===== src/rtl/execute_muldiv.sv =====
// Iterative multiply / divide / modulo unit for the Execute stage.
// One result bit per cycle; div-by-zero and the reserved opcode finish early.
module execute_muldiv #(
    parameter int WIDTH = 32,
    parameter int CNT_W = 6
) (
    input  logic             clk,
    input  logic             rst_n,
    input  logic             start,
    input  logic [1:0]       op,
    input  logic [WIDTH-1:0] opA,
    input  logic [WIDTH-1:0] opB,
    output logic             busy,
    output logic             done,
    output logic [WIDTH-1:0] aluR
);

    typedef enum logic [1:0] {
        S_IDLE,
        S_PREP,
        S_CALC,
        S_FIX
    } state_e;

    localparam logic [1:0] OP_MUL = 2'b00;
    localparam logic [1:0] OP_DIV = 2'b01;
    localparam logic [1:0] OP_MOD = 2'b10;
    localparam logic [1:0] OP_RSV = 2'b11;

    state_e           state_q, state_d;
    logic [1:0]       op_q, op_d;
    logic [WIDTH-1:0] opa_q, opa_d;
    logic [WIDTH-1:0] opb_q, opb_d;
    // acc: product accumulator (mul) or partial remainder (div/mod)
    // a:   shifted multiplicand (mul) or dividend shifting into quotient (div/mod)
    // b:   multiplier shifting right (mul) or divisor magnitude (div/mod)
    logic [WIDTH-1:0] acc_q, acc_d;
    logic [WIDTH-1:0] a_q, a_d;
    logic [WIDTH-1:0] b_q, b_d;
    logic [CNT_W-1:0] cnt_q, cnt_d;
    logic             neg_q, neg_d;
    logic             done_q, done_d;
    logic [WIDTH-1:0] alur_q, alur_d;

    logic [WIDTH-1:0] mul_sum;
    logic [WIDTH:0]   rem_sh;
    logic [WIDTH:0]   rem_sub;

    // Unsigned negate keeps the magnitude of the most negative value at 2^(WIDTH-1).
    function automatic logic [WIDTH-1:0] mag(input logic [WIDTH-1:0] v);
        return v[WIDTH-1] ? (WIDTH'(0) - v) : v;
    endfunction

    always_comb begin
        // NOTE: every next-state signal gets its hold value first so no path through
        // the case statement can leave it unassigned and infer a latch.
        state_d = state_q;
        op_d    = op_q;
        opa_d   = opa_q;
        opb_d   = opb_q;
        acc_d   = acc_q;
        a_d     = a_q;
        b_d     = b_q;
        cnt_d   = cnt_q;
        neg_d   = neg_q;
        alur_d  = alur_q;
        done_d  = 1'b0;

        mul_sum = acc_q + (b_q[0] ? a_q : '0);
        rem_sh  = {acc_q, a_q[WIDTH-1]};
        rem_sub = rem_sh - {1'b0, b_q};

        case (state_q)
            S_IDLE: begin
                if (start) begin
                    op_d    = op;
                    opa_d   = opA;
                    opb_d   = opB;
                    state_d = S_PREP;
                end
            end

            S_PREP: begin
                if (op_q == OP_RSV) begin
                    alur_d  = '0;
                    done_d  = 1'b1;
                    state_d = S_IDLE;
                end else if (op_q != OP_MUL && opb_q == '0) begin
                    alur_d  = (op_q == OP_DIV) ? '1 : opa_q;
                    done_d  = 1'b1;
                    state_d = S_IDLE;
                end else begin
                    acc_d   = '0;
                    cnt_d   = '0;
                    state_d = S_CALC;
                    if (op_q == OP_MUL) begin
                        a_d   = opa_q;
                        b_d   = opb_q;
                        neg_d = 1'b0;
                    end else begin
                        a_d   = mag(opa_q);
                        b_d   = mag(opb_q);
                        // Truncating division: quotient sign is the XOR, remainder follows the dividend.
                        neg_d = (op_q == OP_DIV) ? (opa_q[WIDTH-1] ^ opb_q[WIDTH-1])
                                                 : opa_q[WIDTH-1];
                    end
                end
            end

            S_CALC: begin
                if (op_q == OP_MUL) begin
                    acc_d = mul_sum;
                    a_d   = a_q << 1;
                    b_d   = b_q >> 1;
                end else if (!rem_sub[WIDTH]) begin
                    acc_d = rem_sub[WIDTH-1:0];
                    a_d   = {a_q[WIDTH-2:0], 1'b1};
                end else begin
                    acc_d = rem_sh[WIDTH-1:0];
                    a_d   = {a_q[WIDTH-2:0], 1'b0};
                end
                cnt_d = cnt_q + CNT_W'(1);
                if (cnt_q == CNT_W'(WIDTH - 1)) begin
                    state_d = S_FIX;
                end
            end

            S_FIX: begin
                case (op_q)
                    OP_MUL:  alur_d = acc_q;
                    OP_DIV:  alur_d = neg_q ? (WIDTH'(0) - a_q) : a_q;
                    OP_MOD:  alur_d = neg_q ? (WIDTH'(0) - acc_q) : acc_q;
                    default: alur_d = '0;
                endcase
                done_d  = 1'b1;
                state_d = S_IDLE;
            end

            default: state_d = S_IDLE;
        endcase
    end

    // NOTE: sequential state uses non-blocking assignments so every register
    // samples the pre-edge values, independent of statement order.
    always_ff @(posedge clk or negedge rst_n) begin
        if (!rst_n) begin
            state_q <= S_IDLE;
            op_q    <= '0;
            opa_q   <= '0;
            opb_q   <= '0;
            acc_q   <= '0;
            a_q     <= '0;
            b_q     <= '0;
            cnt_q   <= '0;
            neg_q   <= 1'b0;
            done_q  <= 1'b0;
            alur_q  <= '0;
        end else begin
            state_q <= state_d;
            op_q    <= op_d;
            opa_q   <= opa_d;
            opb_q   <= opb_d;
            acc_q   <= acc_d;
            a_q     <= a_d;
            b_q     <= b_d;
            cnt_q   <= cnt_d;
            neg_q   <= neg_d;
            done_q  <= done_d;
            alur_q  <= alur_d;
        end
    end

    assign busy = (state_q != S_IDLE);
    assign done = done_q;
    assign aluR = alur_q;

endmodule

===== config.mk =====
export PLATFORM = sky130hd
export DESIGN_NAME = execute_muldiv
export DESIGN_NICKNAME = d
export VERILOG_FILES = /design/src/rtl/execute_muldiv.sv
export SDC_FILE = /design/constraint.sdc
export NUM_CORES = 1
export LEC_CHECK = 0
export ABC_CLOCK_PERIOD_IN_PS = 9600
export BUFFER_PORTS_ARGS = -buffer_cell sky130_fd_sc_hd__buf_2
export CAP_MARGIN = 5
export CORE_ASPECT_RATIO = 1.4
export CORE_UTILIZATION = 30
export CTS_CLUSTER_SIZE = 28
export DETAILED_ROUTE_END_ITERATION = 8
export PLACE_DENSITY = 0.41
export SYNTH_ARGS = -nofsm -noshare
export SYNTH_HDL_FRONTEND = slang
export SYNTH_SLANG_ARGS = --single-unit

===== constraint.sdc =====
create_clock -name clk -period 9.6 [get_ports clk]
set_clock_uncertainty 0.15 [all_clocks]
set_input_delay 1.44 -clock clk [delete_from_list [all_inputs] [get_ports clk]]
set_output_delay 1.44 -clock clk [all_outputs]
set_load 0.1 [all_outputs]

### Word level (Yosys, flattened, before mapping)

Index checks and enable logic that the tools add are counted.

* bits in registers: 204
* bits in latches: 0
* memory bits (writable): 0
* bits in read-only memories: 0
* input port bits: 69
* output and inout bits: 34
* logic and storage cells: 87
* memories: 0

* add/sub/neg operators: 7
* multipliers: 0
* divide/modulo/power cells: 0
* magnitude comparators: 0
* equal/unequal tests: 13
* shifts and indexed selects: 0
* muxes and demuxes: 39
* bitwise operators: 3
* reduce and logical (&&, ||, !) cells: 14

Operators with widths (number)
* $mux W32: 19
* $pmux W32 S2: 4
* $sub A1 B32 Y32 const A: 4
* $pmux W32 S3: 1
* $sub A33 B32 Y33: 1
* $add A32 B32 Y32: 1
* $logic_not A32 Y1: 1
* $mux W6: 2
* $pmux W6 S2: 1
* $ne A2 B2 Y1 const B: 5
* $eq A2 B2 Y1 const B: 4
* $mux W2: 4
* $pmux W2 S4: 1
* $reduce_bool A2 Y1: 4
* $add A6 B1 Y6 const B: 1
* $eq A6 B5 Y1 const B: 1
* $mux W1: 6
* $reduce_and A2 Y1: 3
* $reduce_and A3 Y1: 2
* $eq A2 B1 Y1 const B: 2
* $logic_not A2 Y1: 2
* $reduce_and A4 Y1: 1
* $ne A3 B3 Y1 const B: 1
* $not A1 Y1: 2
* other kinds (3): 3

### Depth between registers and ports, before layout

Gate-level depths: netlist of the first run.

* depth after elaboration: 6
* depth in mapped cells: 14
* depth with buffers taken out: 13

### Worst setup path after synthesis of the first run

OpenSTA, ideal clock, no wires.

* path type: reg-to-reg
* start: register a_q[31]
* end: register acc_q[12]
* library setup time: 121 ps
* data arrival time: 2987 ps
* data required time: 9329 ps
* setup slack: 6342 ps
* stages on the path, launching flop included: 14
* path buffers: 2
* period minus slack after synthesis: 3258 ps
* cells stage by stage: dfrtp_1 inv_1 ha_1 fa_1 nor2b_1 o31a_1 o311ai_1 a31o_2 or4_1 o211a_1 buf_2 clkbuf_1 a32oi_1 nand2_1

* word-level cells in the longest chain between the ends: 4

Ends and longest elaborated chain
* from (decl): RTL line 38 `logic [WIDTH-1:0] a_q, a_d;`
* from (signal assigned): RTL line 152 `a_q <= '0;`
* from (signal assigned): RTL line 164 `a_q <= a_d;`
* $sub A33 B32 Y33: RTL line 71 `rem_sub = rem_sh - {1'b0, b_q};`
* $mux W32: RTL line 115 `end else if (!rem_sub[WIDTH]) begin`
* $mux W32: RTL line 111 `if (op_q == OP_MUL) begin`
* $pmux W32 S2: RTL line 73 `case (state_q)`
* to (signal assigned): RTL line 151 `acc_q <= '0;`
* to (signal assigned): RTL line 163 `acc_q <= acc_d;`
* to (decl): RTL line 37 `logic [WIDTH-1:0] acc_q, acc_d;`

Every way passes these cells.
A chain may end at the register's enable or synchronous reset.

### Worst setup path in the final report of the first run

* start: register b_q[0]
* end: register acc_q[31]

* word-level cells in the longest chain between the ends: 4
* elaborated cells between the ends (all ways): 6
* those cells by class: add/sub (2); mux (4)

Ends and longest elaborated chain
* from (decl): RTL line 39 `logic [WIDTH-1:0] b_q, b_d;`
* from (signal assigned): RTL line 153 `b_q <= '0;`
* from (signal assigned): RTL line 165 `b_q <= b_d;`
* $sub A33 B32 Y33 / $mux W32 (equally long branches): RTL line 71, 69
* $mux W32 / $add A32 B32 Y32 (equally long branches): RTL line 115, 69
* $mux W32 *: RTL line 111
* $pmux W32 S2 *: RTL line 73

Every way passes the cells marked *; elsewhere a longest branch is shown, timed or not.

==> results.yml, run 1 <==
finish:
  seq_area_um2: 5110
  area_delta_synth_final_pct: 12.6
  diodes: 0
  nets: 2020
  fillers: 5340
  instances_no_fill: 2542
  multi_input_area_um2: 9540
  final_area_um2: 17200
  drive_above_1_share_pct: 14.2
sta:
  tns_ns: 0
  final_hold_viol_count: 0
  maxSlewHeadroom_pct: 25.0
  finalSetupViolations: 0
  layout_setup_ws_ns: 5.19
  period_needed_ns: 4.41
  worst_pin_slew_ns: 1.12
  rsz0062_at_grt: "no"
  fin_crit_sh_pct: 46.0
  slew_viol_final: 0
  clock.fmax_mhz: 227
drt:
  vias: 13200
  wire_per_inst_um: 18.4
  post-route-drc-count: 9
  viasPerCell: 5.20
  antenna_left: 0
  drt_iter0_drc: 631
  wl_um: 46700
  first_pass_iters: 9
placed_design:
  globalplace.congestion: 0.824
  dp_cells: 2495
  placed_area_um2: 16400
  dpl_worst_slack_ns: 5.08
  post-dp-hpwl_um: 34800
  port_buffers: 102
clocking:
  post-cts-setup-buffer-count: 0
  clockRootBuffer: "clkbuf_16"
  cts.sinks: 204
  clk_latency_ns: 0.57
  ctsResizeCount: 0
  cts_made_buffers: 26
  htreeDepth: 1
  cts.clk_slew.worst_paths_ns: 0.06
  clockBufferDepth: 3
  ctsHoldBuffers: 0
  cts_tree: "built"
pwr:
  p_per_area_nw_per_um2: 427
  p_leak_nw: 7.38
  peakVddDrop_mv: 0.187
  swShare_pct: 51.7
  power_frac_seq_pct: 25.0
  p_switching_mw: 3.81
  power.share.clock_pct: 13.9
  intPower_mw: 3.55
  finalPower_mw: 7.36
  p_comb_share_pct: 61.2
floorplan:
  dieArea_um2: 51900
  die_y_um: 269
  io_pins: 103
  initial_utilization_pct: 30.5
  core_area_um2: 50200
  die_x_um: 193
  rows: 97
outcome:
  failed_checks: "DRC"
  outcome: "finished with violations"
critical_path:
  cp_max_fo: 50
  critical_path.slowest_cell: "dfrtp_1"
  endpoint_kind: "flop"
  cp_num_buf_inv: 1
  crit_family: "compound AO/OA/AOI/OAI gates"
  slowest_delay_ns: 0.91
  crit_arrival_ns: 4.71
  crit_chain: "ha_1, fa_1, nor2b_1, o31a_1, o311ai_1, a31o_2, or4_1, o211a_1, buf_4, nand2b_1, a31oi_1, a2111o_1"
  crit_required_ns: 9.89
  start_kind: "flop"
  path_class: "flop to flop"
synth:
  synth_nets: 1976
  synth-main-ff-cell: "dfrtp_1"
  netlist-cell-type-count: 85
  ys_ff_latch: 204
  ys_warn_count: 0
  syn_inst: 1836
  netlist_area_um2: 15300
  avgSynthCellArea_um2: 8.34
  seq_area_frac_synth_pct: 33.4
  synth-edff-count: 0
  postSynth.asyncResetShare_pct: 100
job:
  maxCapViolCount: 0
global_routing:
  grt-ovfl-total: 0
  grt_max_degree: 81
  grt_pass1_vias: 13100
  grt_antenna_before_repair: 0
  grt_usage_pct: 18.1
  grt_pass1_wl_um: 74700
worst_hold_path:
  min_path_type: "flop to flop"
[final timing paths]
check / startpoint / endpoint / slack (ns) / cells past startpoint
max: b_q[0]$_DFFE_PN0P_ / acc_q[31]$_DFFE_PN0P_ / 5.19 / 12
min: aluR[9]$_DFFE_PN0P_ / aluR[9]$_DFFE_PN0P_ / 0.32 / 2
max reg2reg: b_q[0]$_DFFE_PN0P_ / acc_q[31]$_DFFE_PN0P_ / 5.19 / 12
max in group asynchronous: rst_n / b_q[28]$_DFFE_PN0P_ / 7.21 / 2
min reg2reg: aluR[9]$_DFFE_PN0P_ / aluR[9]$_DFFE_PN0P_ / 0.32 / 2
min in group asynchronous: rst_n / opa_q[6]$_DFFE_PN0P_ / 0.72 / 1
[cells by family (layout without fill, tap and decap cells)]
group / Yosys count / after routing / share of synthesized area [%]
muxes: 71 / 71 / 5.15
buffers and inverters: 167 / 230 / 4.46
AOI/OAI and AO/OA: 579 / 579 / 24.2
adders and majority gates: 71 / 71 / 5.90
xor gates and xnor gates: 159 / 159 / 9.10
and+or+nand+nor: 585 / 585 / 17.9
DFF: 204 / 204 / 33.4
[power by group through the flow]
| stage | combinational (mW) | sequential [mW] | clock, mW |
|---|---|---|---|
| final | 4.50 | 1.84 | 1.02 |
| after global routing | 5.02 | 1.91 | 1.09 |
| after CTS | 4.53 | 1.84 | 1.05 |
| after detailed placement | 4.51 | 1.86 | 0 |
| after global placement | 4.50 | 1.85 | 0 |
| after floorplan | 3.19 | 2.07 | 0 |
[tightest hold or removal path: cells and delay by family (launching register included)]
| kind | cells | cell delay (ns) |
|---|---|---|
| flops | 1 | 0.34 |
| simple gates | 2 | 0.11 |
[per-layer routing]
metal / wire, µm / GRT usage (%) / vias up
met1: 21800 / 24.3 / 6249
li1: - / - / 6705
met5: 0 / 0 / -
met2: 22300 / 30.4 / 220
met4: 1220 / 5.37 / 0
met3: 1400 / 1.61 / 56
[cells in the mapped netlist (10+ instances only)]
master	count	area, µm²
a211oi_1	24	180
a21o_1	29	218
a21oi_1	159	796
a221o_1	15	150
a22oi_1	17	128
a31oi_1	16	100
and2_1	39	244
buf_2	18	90.1
clkbuf_1	82	308
dfrtp_1	204	5100
ha_1	69	863
inv_1	58	218
mux2_2	62	698
nand2_1	174	653
nand2b_1	16	100
nand3_1	25	125
nand4_1	13	81.3
nor2_1	199	747
nor2b_1	12	75.1
nor3_1	29	145
nor4_1	11	68.8
o21a_1	10	75.1
o21ai_0	158	791
o221ai_1	13	114
o22ai_1	22	138
o31ai_1	24	180
o41ai_1	11	96.3
or3_1	21	131
or4_1	12	90.1
xnor2_1	76	666
xor2_1	83	727
[cell type report]
class	instances	area share, %
multi-input cells	1465	55.4
clock inverters	9	0.566
repair buffers	124	3.98
flip-flops and latches	204	29.6
clock buffers	38	4.51
inverters	59	1.29
well taps	643	4.67
[sequential cells by signal (all words and copies together) (netlist names), named ones only]
register	count
done	1
a_q	32
aluR	32
acc_q	32
state_q	1
opb_q	32
op_q	2
neg_q	1
opa_q	32
cnt_q	6
b_q	32
[stage by stage]
stage	util [%]	hold slack (ns)
finish	34.3	0.321
global route	34.3	0.346
CTS	34.3	0.322
detailed placement	32.6	0.306
global placement	32.6	0.310
floorplan	-	0.317
[placed cells by master, fill, tap and decap left out, types with 16 or more instances in the layout]
cell type / Yosys / routed
dfrtp_1: 204 / 203
nor2_1: 199 / 198
nand2_1: 174 / 174
a21oi_1: 159 / 159
o21ai_0: 158 / 156
buf_2: 18 / 101
xor2_1: 83 / 83
xnor2_1: 76 / 76
ha_1: 69 / 69
mux2_2: 62 / 62
inv_1: 58 / 58
and2_1: 39 / 38
a21o_1: 29 / 29
nor3_1: 29 / 28
clkbuf_16: 0 / 27
nand3_1: 25 / 25
o31ai_1: 24 / 24
a211oi_1: 24 / 24
o22ai_1: 22 / 22
buf_4: 4 / 22
or3_1: 21 / 21
a22oi_1: 17 / 17
nand2b_1: 16 / 16
a31oi_1: 16 / 16
(Power assumes the default switching activity.)
==> inputs of run 2 (changes only) <==
ABC_CLOCK_PERIOD_IN_PS = 3660   (was 9600)
PLACE_DENSITY = 0.43   (was 0.41)
clock period = 3.66 ns   (was 9.6 ns; I/O delays follow)
==> run 2 against run 1 <==
Compared with the run above: the run still ends with DRC left; global-route usage rose by 0.62 points; total power increased to 2.7 times the previous value; sequential power rose by 150%; worst hold slack got worse by 0.28 ns; worst setup slack got worse by 5.0 ns; sequential cell count unchanged; highest routed layer unchanged; critical endpoint is now acc_q[4]$_DFFE_PN0P_; clock power grew to 2.8 times the previous value; combinational power increased to 2.8 times the previous value; final cell count increased by 3.0%; critical path depth did not move; routed wire length up 3.0%; non-clock buffer count is 79 higher.
==> results.yml, run 2 (synthesis results as in run 1) <==
drt:
  wl_um: 48200
  post-route-drc-count: 10
  first_pass_iters: 9
  vias: 13600
  drt_iter0_drc: 716
  viasPerCell: 5.20
  wire_per_inst_um: 18.4
  antenna_left: 0
placed_design:
  port_buffers: 102
  dpl_worst_slack_ns: 0.0362
  placed_area_um2: 17100
  post-dp-hpwl_um: 36700
  globalplace.congestion: 0.855
finish:
  seq_area_um2: 5110
  drive_above_1_share_pct: 18.0
  multi_input_area_um2: 9570
  final_area_um2: 18000
  most-common-layout-cells: "dfrtp_1 (202), nor2_1 (198), nand2_1 (174), a21oi_1 (158), o21ai_0 (156)"
  layout_commonest_cell: "dfrtp_1"
  nets: 2098
  area_delta_synth_final_pct: 17.8
  diodes: 0
  fillers: 5333
  fin_util_pct: 35.9
pwr:
  p_per_area_nw_per_um2: 1120
  peakVddDrop_mv: 0.365
  p_leak_nw: 7.84
floorplan:
  dieArea_um2: 51900
  initial_utilization_pct: 30.5
  die_x_um: 193
  io_pins: 103
  core_area_um2: 50200
  rows: 97
  die_y_um: 269
worst_hold_path:
  min_path_type: "input pin to flop"
clocking:
  cts_tree: "built"
  cts.clk_slew.worst_paths_ns: 0.06
  htreeDepth: 1
  clk_latency_ns: 0.57
  cts.sinks: 204
  clockRootBuffer: "clkbuf_16"
  cts_made_buffers: 25
  clockBufferDepth: 3
sta:
  finalSetupViolations: 0
  final_hold_viol_count: 0
  clock.fmax_mhz: 285
  maxSlewHeadroom_pct: 42.7
  worst_pin_slew_ns: 0.860
  slew_viol_final: 0
  fin_crit_sh_pct: 95.8
  rsz0062_at_grt: "no"
  tns_ns: 0
  layout_setup_ws_ns: 0.155
  period_needed_ns: 3.50
global_routing:
  grt_pass1_vias: 13700
  grt-ovfl-total: 0
  grt_max_degree: 89
  grt_usage_pct: 18.7
  grt_antenna_before_repair: 0
  grt_pass1_wl_um: 77200
outcome:
  failed_checks: "DRC"
  outcome: "finished with violations"
critical_path:
  path_class: "flop to flop"
  crit_arrival_ns: 3.86
  start_kind: "flop"
  cp_max_fo: 42
  endpoint_kind: "flop"
  crit_required_ns: 4.01
job:
  maxCapViolCount: 0
[run 2: timing repair]
| action | CTS | global route |
|---|---|---|
| gates resized for setup | 0 | 6 |
| setup endpoints to repair | 0 | 18 |
| buffers inserted | 0 | 0 |
| hold buffers | 1 | 0 |
| endpoints found under the hold margin | 81 | 0 |
[run 2: final cells by class]
class	instances	area share [%]
multi-input combinational	1465	53.1
sequential	204	28.3
timing repair buffer	203	7.73
tap	643	4.46
clock buffer	30	3.74
clock inverter	15	1.43
inverter	59	1.23
[run 2: report_power, final]
group	leakage (nW)	internal (mW)	total (mW)	switching, mW
clock	0.463	1.80	2.88	1.08
sequential	2.52	3.32	4.58	1.26
combinational	4.86	4.92	12.7	7.83
total	7.84	10.0	20.2	10.2
[run 2: critical path: stages (launching register included)]
cell and delay [ns]:
dfrtp_2 0.44, ha_1 0.23, fa_1 0.40, nor2b_2 0.17
o31a_1 0.19, o311ai_2 0.15, a31o_2 0.29, or4_1 0.47
o211a_1 0.18, buf_12 0.19, a211o_1 0.29, a21oi_1 0.16
a221o_1 0.13
[run 2: final timing paths]
check | start | cells after the start | slack, ns | end
min | opA[1] | 3 | 0.04 | opa_q[1]$_DFFE_PN0P_
max reg2reg | b_q[0]$_DFFE_PN0P_ | 12 | 0.16 | acc_q[4]$_DFFE_PN0P_
max in group asynchronous | rst_n | 3 | 2.07 | a_q[19]$_DFFE_PN0P_
min in group asynchronous | rst_n | 2 | 0.42 | aluR[1]$_DFFE_PN0P_
min reg2reg | aluR[31]$_DFFE_PN0P_ | 2 | 0.32 | aluR[31]$_DFFE_PN0P_
max | b_q[0]$_DFFE_PN0P_ | 12 | 0.16 | acc_q[4]$_DFFE_PN0P_
[run 2: through the flow]
| stage | instances | hold slack [ns] | total power [mW] |
|---|---|---|---|
| floorplan | 1836 | 0.103 | 13.8 |
| global placement | 2573 | 0.306 | 17.3 |
| detailed placement | 2573 | 0.308 | 17.4 |
| CTS | 2619 | 0.00974 | 20.4 |
| global route | 2619 | 0.0509 | 22.0 |
| finish | 2619 | 0.0379 | 20.2 |
[run 2: routing by layer]
metal  track usage (%)  routed length [µm]
met1              24.3               21800
met4              5.41                1180
met2              32.4               23500
met3              1.71                1740
met5                 0                   0
